### src/rtl/uart_tx_fifo.sv
// uart_tx_fifo: byte FIFO feeding an 8N1 UART transmitter with far-end pause control.
// Optional build macro UART_TX_PARITY_EN inserts an even-parity bit (11-bit frames).
module uart_tx_fifo #(
    parameter int CLK_RATE   = 100_000_000,
    parameter int BAUD_RATE  = 115_200,
    parameter int FIFO_DEPTH = 16
) (
    input  logic                        CLK_I,
    input  logic                        RST_I,
    input  logic                        WE_I,
    input  logic [7:0]                  DSEND_I,
    output logic                        TX_READY_O,
    input  logic                        SEND_PAUSE_I,
    output logic                        TX_O,
    output logic                        TX_BUSY_O,
    output logic                        TX_DONE_O,
    output logic                        TX_EMPTY_O,
    output logic [$clog2(FIFO_DEPTH):0] LEVEL_O
);
    localparam int CLKS_PER_BIT = CLK_RATE / BAUD_RATE;
    localparam int AW = $clog2(FIFO_DEPTH);
    localparam int CW = (CLKS_PER_BIT > 1) ? $clog2(CLKS_PER_BIT) : 1;
    localparam logic [CW-1:0] BAUD_LAST  = CW'(CLKS_PER_BIT - 1);
    localparam logic [AW:0]   COUNT_FULL = (AW+1)'(FIFO_DEPTH);

    localparam logic [2:0] ST_IDLE   = 3'd0;
    localparam logic [2:0] ST_START  = 3'd1;
    localparam logic [2:0] ST_DATA   = 3'd2;
    localparam logic [2:0] ST_STOP   = 3'd4;
`ifdef UART_TX_PARITY_EN
    localparam logic [2:0] ST_PARITY = 3'd3;

    function automatic logic even_parity(input logic [7:0] data);
        return ^data;
    endfunction
`endif

    logic [7:0]    mem_q [FIFO_DEPTH];
    logic [AW-1:0] wptr_q, wptr_d, rptr_q, rptr_d;
    logic [AW:0]   count_q, count_d;
    logic          full_q, full_d, empty_q, empty_d;
    logic [2:0]    state_q, state_d;
    logic [CW-1:0] baud_q, baud_d;
    logic [2:0]    bit_idx_q, bit_idx_d;
    logic [7:0]    shift_q, shift_d;
    logic          tx_q, tx_d, busy_q, busy_d, done_q, done_d;
    logic          push_s, pop_s, start_ok_s, baud_last_s;
`ifdef UART_TX_PARITY_EN
    logic          parity_q, parity_d;
`endif

    // FIFO bookkeeping: pointers, occupancy and the registered full/empty flags
    always_comb begin
        push_s = WE_I && !full_q;
        if (push_s) begin
            wptr_d = wptr_q + AW'(1);
        end else begin
            wptr_d = wptr_q;
        end
        if (pop_s) begin
            rptr_d = rptr_q + AW'(1);
        end else begin
            rptr_d = rptr_q;
        end
        case ({push_s, pop_s})
            2'b10:   count_d = count_q + (AW+1)'(1);
            2'b01:   count_d = count_q - (AW+1)'(1);
            default: count_d = count_q;
        endcase
        full_d  = (count_d == COUNT_FULL);
        empty_d = (count_d == {(AW+1){1'b0}});
    end

    // Frame sequencer; line outputs are derived from the next state so they register cleanly
    always_comb begin
        state_d     = state_q;
        baud_d      = baud_q;
        bit_idx_d   = bit_idx_q;
        shift_d     = shift_q;
        pop_s       = 1'b0;
        start_ok_s  = !empty_q && !SEND_PAUSE_I;
        baud_last_s = (baud_q == BAUD_LAST);
        case (state_q)
            ST_IDLE: begin
                if (start_ok_s) begin
                    pop_s   = 1'b1;
                    shift_d = mem_q[rptr_q];
                    state_d = ST_START;
                    baud_d  = {CW{1'b0}};
                end else begin
                    state_d = ST_IDLE;
                end
            end
            ST_START: begin
                if (baud_last_s) begin
                    state_d   = ST_DATA;
                    baud_d    = {CW{1'b0}};
                    bit_idx_d = 3'd0;
                end else begin
                    baud_d = baud_q + CW'(1);
                end
            end
            ST_DATA: begin
                if (baud_last_s) begin
                    baud_d  = {CW{1'b0}};
                    shift_d = {1'b0, shift_q[7:1]};
                    if (bit_idx_q == 3'd7) begin
`ifdef UART_TX_PARITY_EN
                        state_d = ST_PARITY;
`else
                        state_d = ST_STOP;
`endif
                    end else begin
                        bit_idx_d = bit_idx_q + 3'd1;
                    end
                end else begin
                    baud_d = baud_q + CW'(1);
                end
            end
`ifdef UART_TX_PARITY_EN
            ST_PARITY: begin
                if (baud_last_s) begin
                    state_d = ST_STOP;
                    baud_d  = {CW{1'b0}};
                end else begin
                    baud_d = baud_q + CW'(1);
                end
            end
`endif
            ST_STOP: begin
                if (baud_last_s) begin
                    baud_d = {CW{1'b0}};
                    if (start_ok_s) begin
                        pop_s   = 1'b1;
                        shift_d = mem_q[rptr_q];
                        state_d = ST_START;
                    end else begin
                        state_d = ST_IDLE;
                    end
                end else begin
                    baud_d = baud_q + CW'(1);
                end
            end
            default: begin
                state_d = ST_IDLE;
                baud_d  = {CW{1'b0}};
            end
        endcase

`ifdef UART_TX_PARITY_EN
        if (pop_s) begin
            parity_d = even_parity(mem_q[rptr_q]);
        end else begin
            parity_d = parity_q;
        end
`endif

        case (state_d)
            ST_IDLE:   tx_d = 1'b1;
            ST_START:  tx_d = 1'b0;
            ST_DATA:   tx_d = shift_d[0];
`ifdef UART_TX_PARITY_EN
            ST_PARITY: tx_d = parity_d;
`endif
            ST_STOP:   tx_d = 1'b1;
            default:   tx_d = 1'b1;
        endcase
        busy_d = (state_d != ST_IDLE);
        done_d = (state_d == ST_STOP) && (baud_d == BAUD_LAST);
    end

    // Byte storage; contents need no reset because the pointers define validity
    always_ff @(posedge CLK_I) begin
        if (push_s) begin
            mem_q[wptr_q] <= DSEND_I;
        end
    end

    // State registers with synchronous reset
    always_ff @(posedge CLK_I) begin
        if (RST_I) begin
            wptr_q    <= {AW{1'b0}};
            rptr_q    <= {AW{1'b0}};
            count_q   <= {(AW+1){1'b0}};
            full_q    <= 1'b0;
            empty_q   <= 1'b1;
            state_q   <= ST_IDLE;
            baud_q    <= {CW{1'b0}};
            bit_idx_q <= 3'd0;
            shift_q   <= 8'h00;
            tx_q      <= 1'b1;
            busy_q    <= 1'b0;
            done_q    <= 1'b0;
`ifdef UART_TX_PARITY_EN
            parity_q  <= 1'b0;
`endif
        end else begin
            wptr_q    <= wptr_d;
            rptr_q    <= rptr_d;
            count_q   <= count_d;
            full_q    <= full_d;
            empty_q   <= empty_d;
            state_q   <= state_d;
            baud_q    <= baud_d;
            bit_idx_q <= bit_idx_d;
            shift_q   <= shift_d;
            tx_q      <= tx_d;
            busy_q    <= busy_d;
            done_q    <= done_d;
`ifdef UART_TX_PARITY_EN
            parity_q  <= parity_d;
`endif
        end
    end

    assign TX_O       = tx_q;
    assign TX_BUSY_O  = busy_q;
    assign TX_DONE_O  = done_q;
    assign TX_READY_O = !full_q;
    assign TX_EMPTY_O = empty_q;
    assign LEVEL_O    = count_q;

endmodule

### config.mk
export PLATFORM = sky130hd
export DESIGN_NAME = uart_tx_fifo
export DESIGN_NICKNAME = d
export VERILOG_FILES = /design/src/rtl/uart_tx_fifo.sv
export SDC_FILE = /design/constraint.sdc
export NUM_CORES = 1
export LEC_CHECK = 0
export BUFFER_PORTS_ARGS = -buffer_cell sky130_fd_sc_hd__buf_2
export CAP_MARGIN = 20
export CORE_AREA = 2 2 122 124
export CTS_CLUSTER_SIZE = 12
export DETAILED_ROUTE_END_ITERATION = 16
export DIE_AREA = 0 0 124 126
export GPL_TIMING_DRIVEN = 0
export PLACE_DENSITY = 0.67
export SLEW_MARGIN = 40
export SYNTH_ARGS = -nofsm -noshare
export SYNTH_HDL_FRONTEND = slang
export SYNTH_SLANG_ARGS = --single-unit
### constraint.sdc
create_clock -name CLK_I -period 3.8 [get_ports CLK_I]
set_input_delay 0.38 -clock CLK_I [delete_from_list [all_inputs] [get_ports CLK_I]]
set_output_delay 0.38 -clock CLK_I [all_outputs]
set_load 0.01 [all_outputs]
==> parameters.txt <==
Parameter                              Value

Outcome
  Run status    finished, final reports clean

Power and ir drop
  Peak supply drop    0.602 mV
  LEAKAGE    2.90 nW
  Power per Cell Area    550 nW/µm²

STA
  Finish-stage setup viols    0
  Number of max-slew violations in the final report    0
  Setup tns final    0 ns
  Worst slew margin relative to its limit    46.3%
  Final hold viol count    0
  RSZ-0062 raised after global routing    no
  Fmax    289 MHz
  Final setup skew    0.0107 ns
  Final period util    91.0%
  Setup ws final    ~0.34 ns
  Post-layout minimum cycle time    3.46 ns
  Hold slack    0.333 ns
  Tightest Pin Transition    0.803 ns

Worst setup path
  Crit path buffers/inverters    3
  Worst-path cell chain    ha_1 -> nand2b_1 -> o31ai_4 -> nand2_1 -> inv_1 -> buf_2 -> ha_1 -> inv_1 -> a211o_1 -> nand3_1 -> a21oi_1 -> mux2_2 -> a41o_1
  Slowest cell on the critical path    dfxtp_1
  R2R cell count    13
  Maximum net fanout on the critical path    10
  Startpoint class of the critical path    flop
  Worst path max stage delay    0.41 ns
  Cell family contributing the most delay on the critical path    compound AO/OA/AOI/OAI gates
  Setup slack of the worst register-to-register path    0.34 ns
  Arrival @ worst endpoint    3.77 ns
  RR Endpoint    TX_EMPTY_O$_SDFF_PP1_
  Reg2reg start    baud_q[1]$_SDFF_PP0_
  Logic depth of the worst setup path including buffers    13
  Required time at the endpoint of the critical path    4.11 ns
  Endpoint type of the worst setup path    flop
  Worst Setup Path Type    reg -> reg

Global routing
  Total gr overflow    0
  GR Util All Layers    21.0%
  Global-route wire length before repair    24,000 µm
  Pin count of the biggest net entering global routing    18
  Number of antenna violations at the first check in global routing    0
  Vias in the first global route    4,412

Cells and area
  Fillers    between 1k and 1.5k
  Fin util    60.2%
  Count of nets after finishing    585
  Synthesis-to-finish area growth    12.5%
  Total inserted antenna cells    0
  Ratio of cells with drive above 1 in the final layout    around 22%

Synthesis
  Synthesized instance count    524
  Yosys warning total    0
  Synthesis-stage register bit count    174
  Number of synthesized flops with an enable pin    128
  Post-synth cell types    71
  FFs w/ async S/R, synth    0%
  Leading cell types by total area after synthesis    edfxtp_1 (50%), dfxtp_1 (12%), mux4_2 (7.1%)
  Nets in the synthesized netlist    546
  Prevailing post-synth register cell    edfxtp_1
  Mean instance size in the synthesized netlist    14.6 µm²
  Portion of the post-synthesis area used by sequential elements    62.2%
  Synth area leader    edfxtp_1
  Post-synth design cell area    7660 µm²
  Fraction of post-synthesis cell area in the top cell type by area    50.2%

CTS
  Number of H-tree levels    4
  Number of gates given a new drive strength after cts    0
  Cts bufs inserted    17
  Insertion delay of the later-clocked pin in the worst-skew pair    0.42 ns
  Root Driver    clkbuf_16
  Clk buf depth    2
  # Post-CTS Setup Buffers    0
  Clk slew on worst S/H paths    roughly 0.07 ns
  Number of clock sinks    174
  TritonCTS clock tree    yes
  Hold buffer count at cts    0

Floorplan
  # rows    44
  Die span in x    between 100 and 150 µm
  Die Height    around 130 µm
  Number of top-level pins    22
  Effective utilization at floorplan    between 50 and 60%
  Core area    between 10,000 and 15,000 µm²
  Total die area    about 16,000 µm²

Place
  Number of I/O port buffers    20
  HPWL reported at the end of detailed placement    10,200 µm
  Routability congestion estimate from global placement    0.879
  Pre-CTS WS    0.393 ns

Detailed routing
  Total via count in the routed design    roughly 4.6k
  Wire length reported by the detailed router    15,300 µm
  Via count normalized by instance count    about 6
  DRC Markers    0
  Avg WL per Cell    between 20 and 25 µm
  Router iterations before antenna repair    5
  Starting DRC count in detailed routing    roughly 420
  ANT nets after route    0

Run
  Max-cap check violation count    0

Hold path
  Worst hold start    DSEND_I[7]
  Endpoint, Worst Hold    mem_q[15][7]$_DFFE_PP_
  Worst Hold Path Cells    1
  Tightest Hold Check Type    in -> reg
cell usage in the layout (no fill, tap or decap), types with 6 or more instances in the layout:
| master | n |
|---|---|
| a22oi_1 | 6 |
| nor3_1 | 10 |
| nand3_1 | 9 |
| nor2_2 | 10 |
| edfxtp_1 | 128 |
| xor2_1 | 6 |
| mux4_2 | 24 |
| nor2_1 | 37 |
| nand2_1 | 37 |
| nor2b_1 | 7 |
| buf_2 | 31 |
| a21oi_1 | 28 |
| o21ai_0 | 7 |
| clkbuf_1 | 14 |
| mux4_1 | 15 |
| clkbuf_16 | 17 |
| dfxtp_1 | 46 |
| inv_1 | 12 |
| nand2b_1 | 7 |
| ha_1 | 10 |
metal layers:
metal	share of wire [%]	vias to the layer above	track usage, %	wire length (µm)
met3	4.4	22	4.89	675
met4	1.7	0	6.21	261
met5	0	-	0	0
met2	51	133	34.0	7810
li1	-	2111	-	-
met1	43	2286	28.5	6570
worst register-to-register path: stages, from the launching register on:
cell	delay, ns
dfxtp_1	0.41
ha_1	0.33
nand2b_1	0.18
o31ai_4	0.28
nand2_1	0.18
inv_1	0.19
buf_2	0.24
ha_1	0.33
inv_1	0.12
a211o_1	0.32
nand3_1	0.09
a21oi_1	0.12
mux2_2	0.32
a41o_1	0.23
cell usage after synthesis, drive strengths merged (10+ instances only):
master	instances
nor2	47
dfxtp	46
mux4	39
clkbuf	14
buf	20
nand2	37
nor3	15
a21oi	30
inv	12
ha	10
edfxtp	128
state kept, by name, indices dropped and copies added (netlist names), named ones only:
register / flops
TX_DONE_O: 1
mem_q: 128
rptr_q: 4
shift_q: 8
state_q: 3
TX_O: 1
wptr_q: 4
baud_q: 10
LEVEL_O: 5
bit_idx_q: 3
full_q: 1
TX_EMPTY_O: 1
TX_BUSY_O: 1
layout make-up:
type	count	area (µm²)	area share [%]
multi-input cells	304	2690	31.2
clock buffers	17	425	4.93
inverters	12	45.0	0.522
well taps	184	230	2.67
repair buffers	20	100	1.16
flip-flops and latches	174	4760	55.3
plain buffers	34	211	2.45
clock inverters	15	150	1.74
worst max-delay path by stage:
stage	start	endpoint	slack, ns
after global routing	baud_q[1]$_SDFF_PP0_	full_q$_SDFF_PP0_	0.15
after global placement	baud_q[1]$_SDFF_PP0_	full_q$_SDFF_PP0_	0.42
after floorplan	baud_q[1]$_SDFF_PP0_	TX_EMPTY_O$_SDFF_PP1_	0.92
final	baud_q[1]$_SDFF_PP0_	TX_EMPTY_O$_SDFF_PP1_	0.34
after CTS	baud_q[1]$_SDFF_PP0_	full_q$_SDFF_PP0_	0.35
after detailed placement	baud_q[1]$_SDFF_PP0_	full_q$_SDFF_PP0_	0.39
report_power, final:
| group | leakage (nW) | internal [mW] | switching, mW |
|---|---|---|---|
| Clock | 0.279 | 0.923 | 0.762 |
| Combinational | 1.09 | 0.390 | 0.481 |
| Sequential | 1.53 | 2.12 | 0.0586 |
| Total | 2.90 | 3.44 | 1.30 |
kinds of logic (layout without fill, tap and decap cells):
family / Yosys count / after routing / synth area share, %
flip-flops: 174 / 174 / 62.2
AND/OR/NAND/NOR: 157 / 157 / 11.0
AO/OA/AOI/OAI: 82 / 82 / 7.66
buffers and inverters: 46 / 98 / 3.35
multiplexers: 44 / 44 / 12.9
XOR/XNOR: 11 / 11 / 1.26
adder cells (fa/ha/maj): 10 / 10 / 1.63
stage by stage:
stage	total power [mW]	cell area (µm²)	instances
global placement	3.06	7990	728
finish	4.74	8620	760
detailed placement	3.08	8010	728
global route	4.93	8620	760
floorplan	2.85	7660	524
CTS	4.76	8590	760
(Power assumes the default switching activity.)
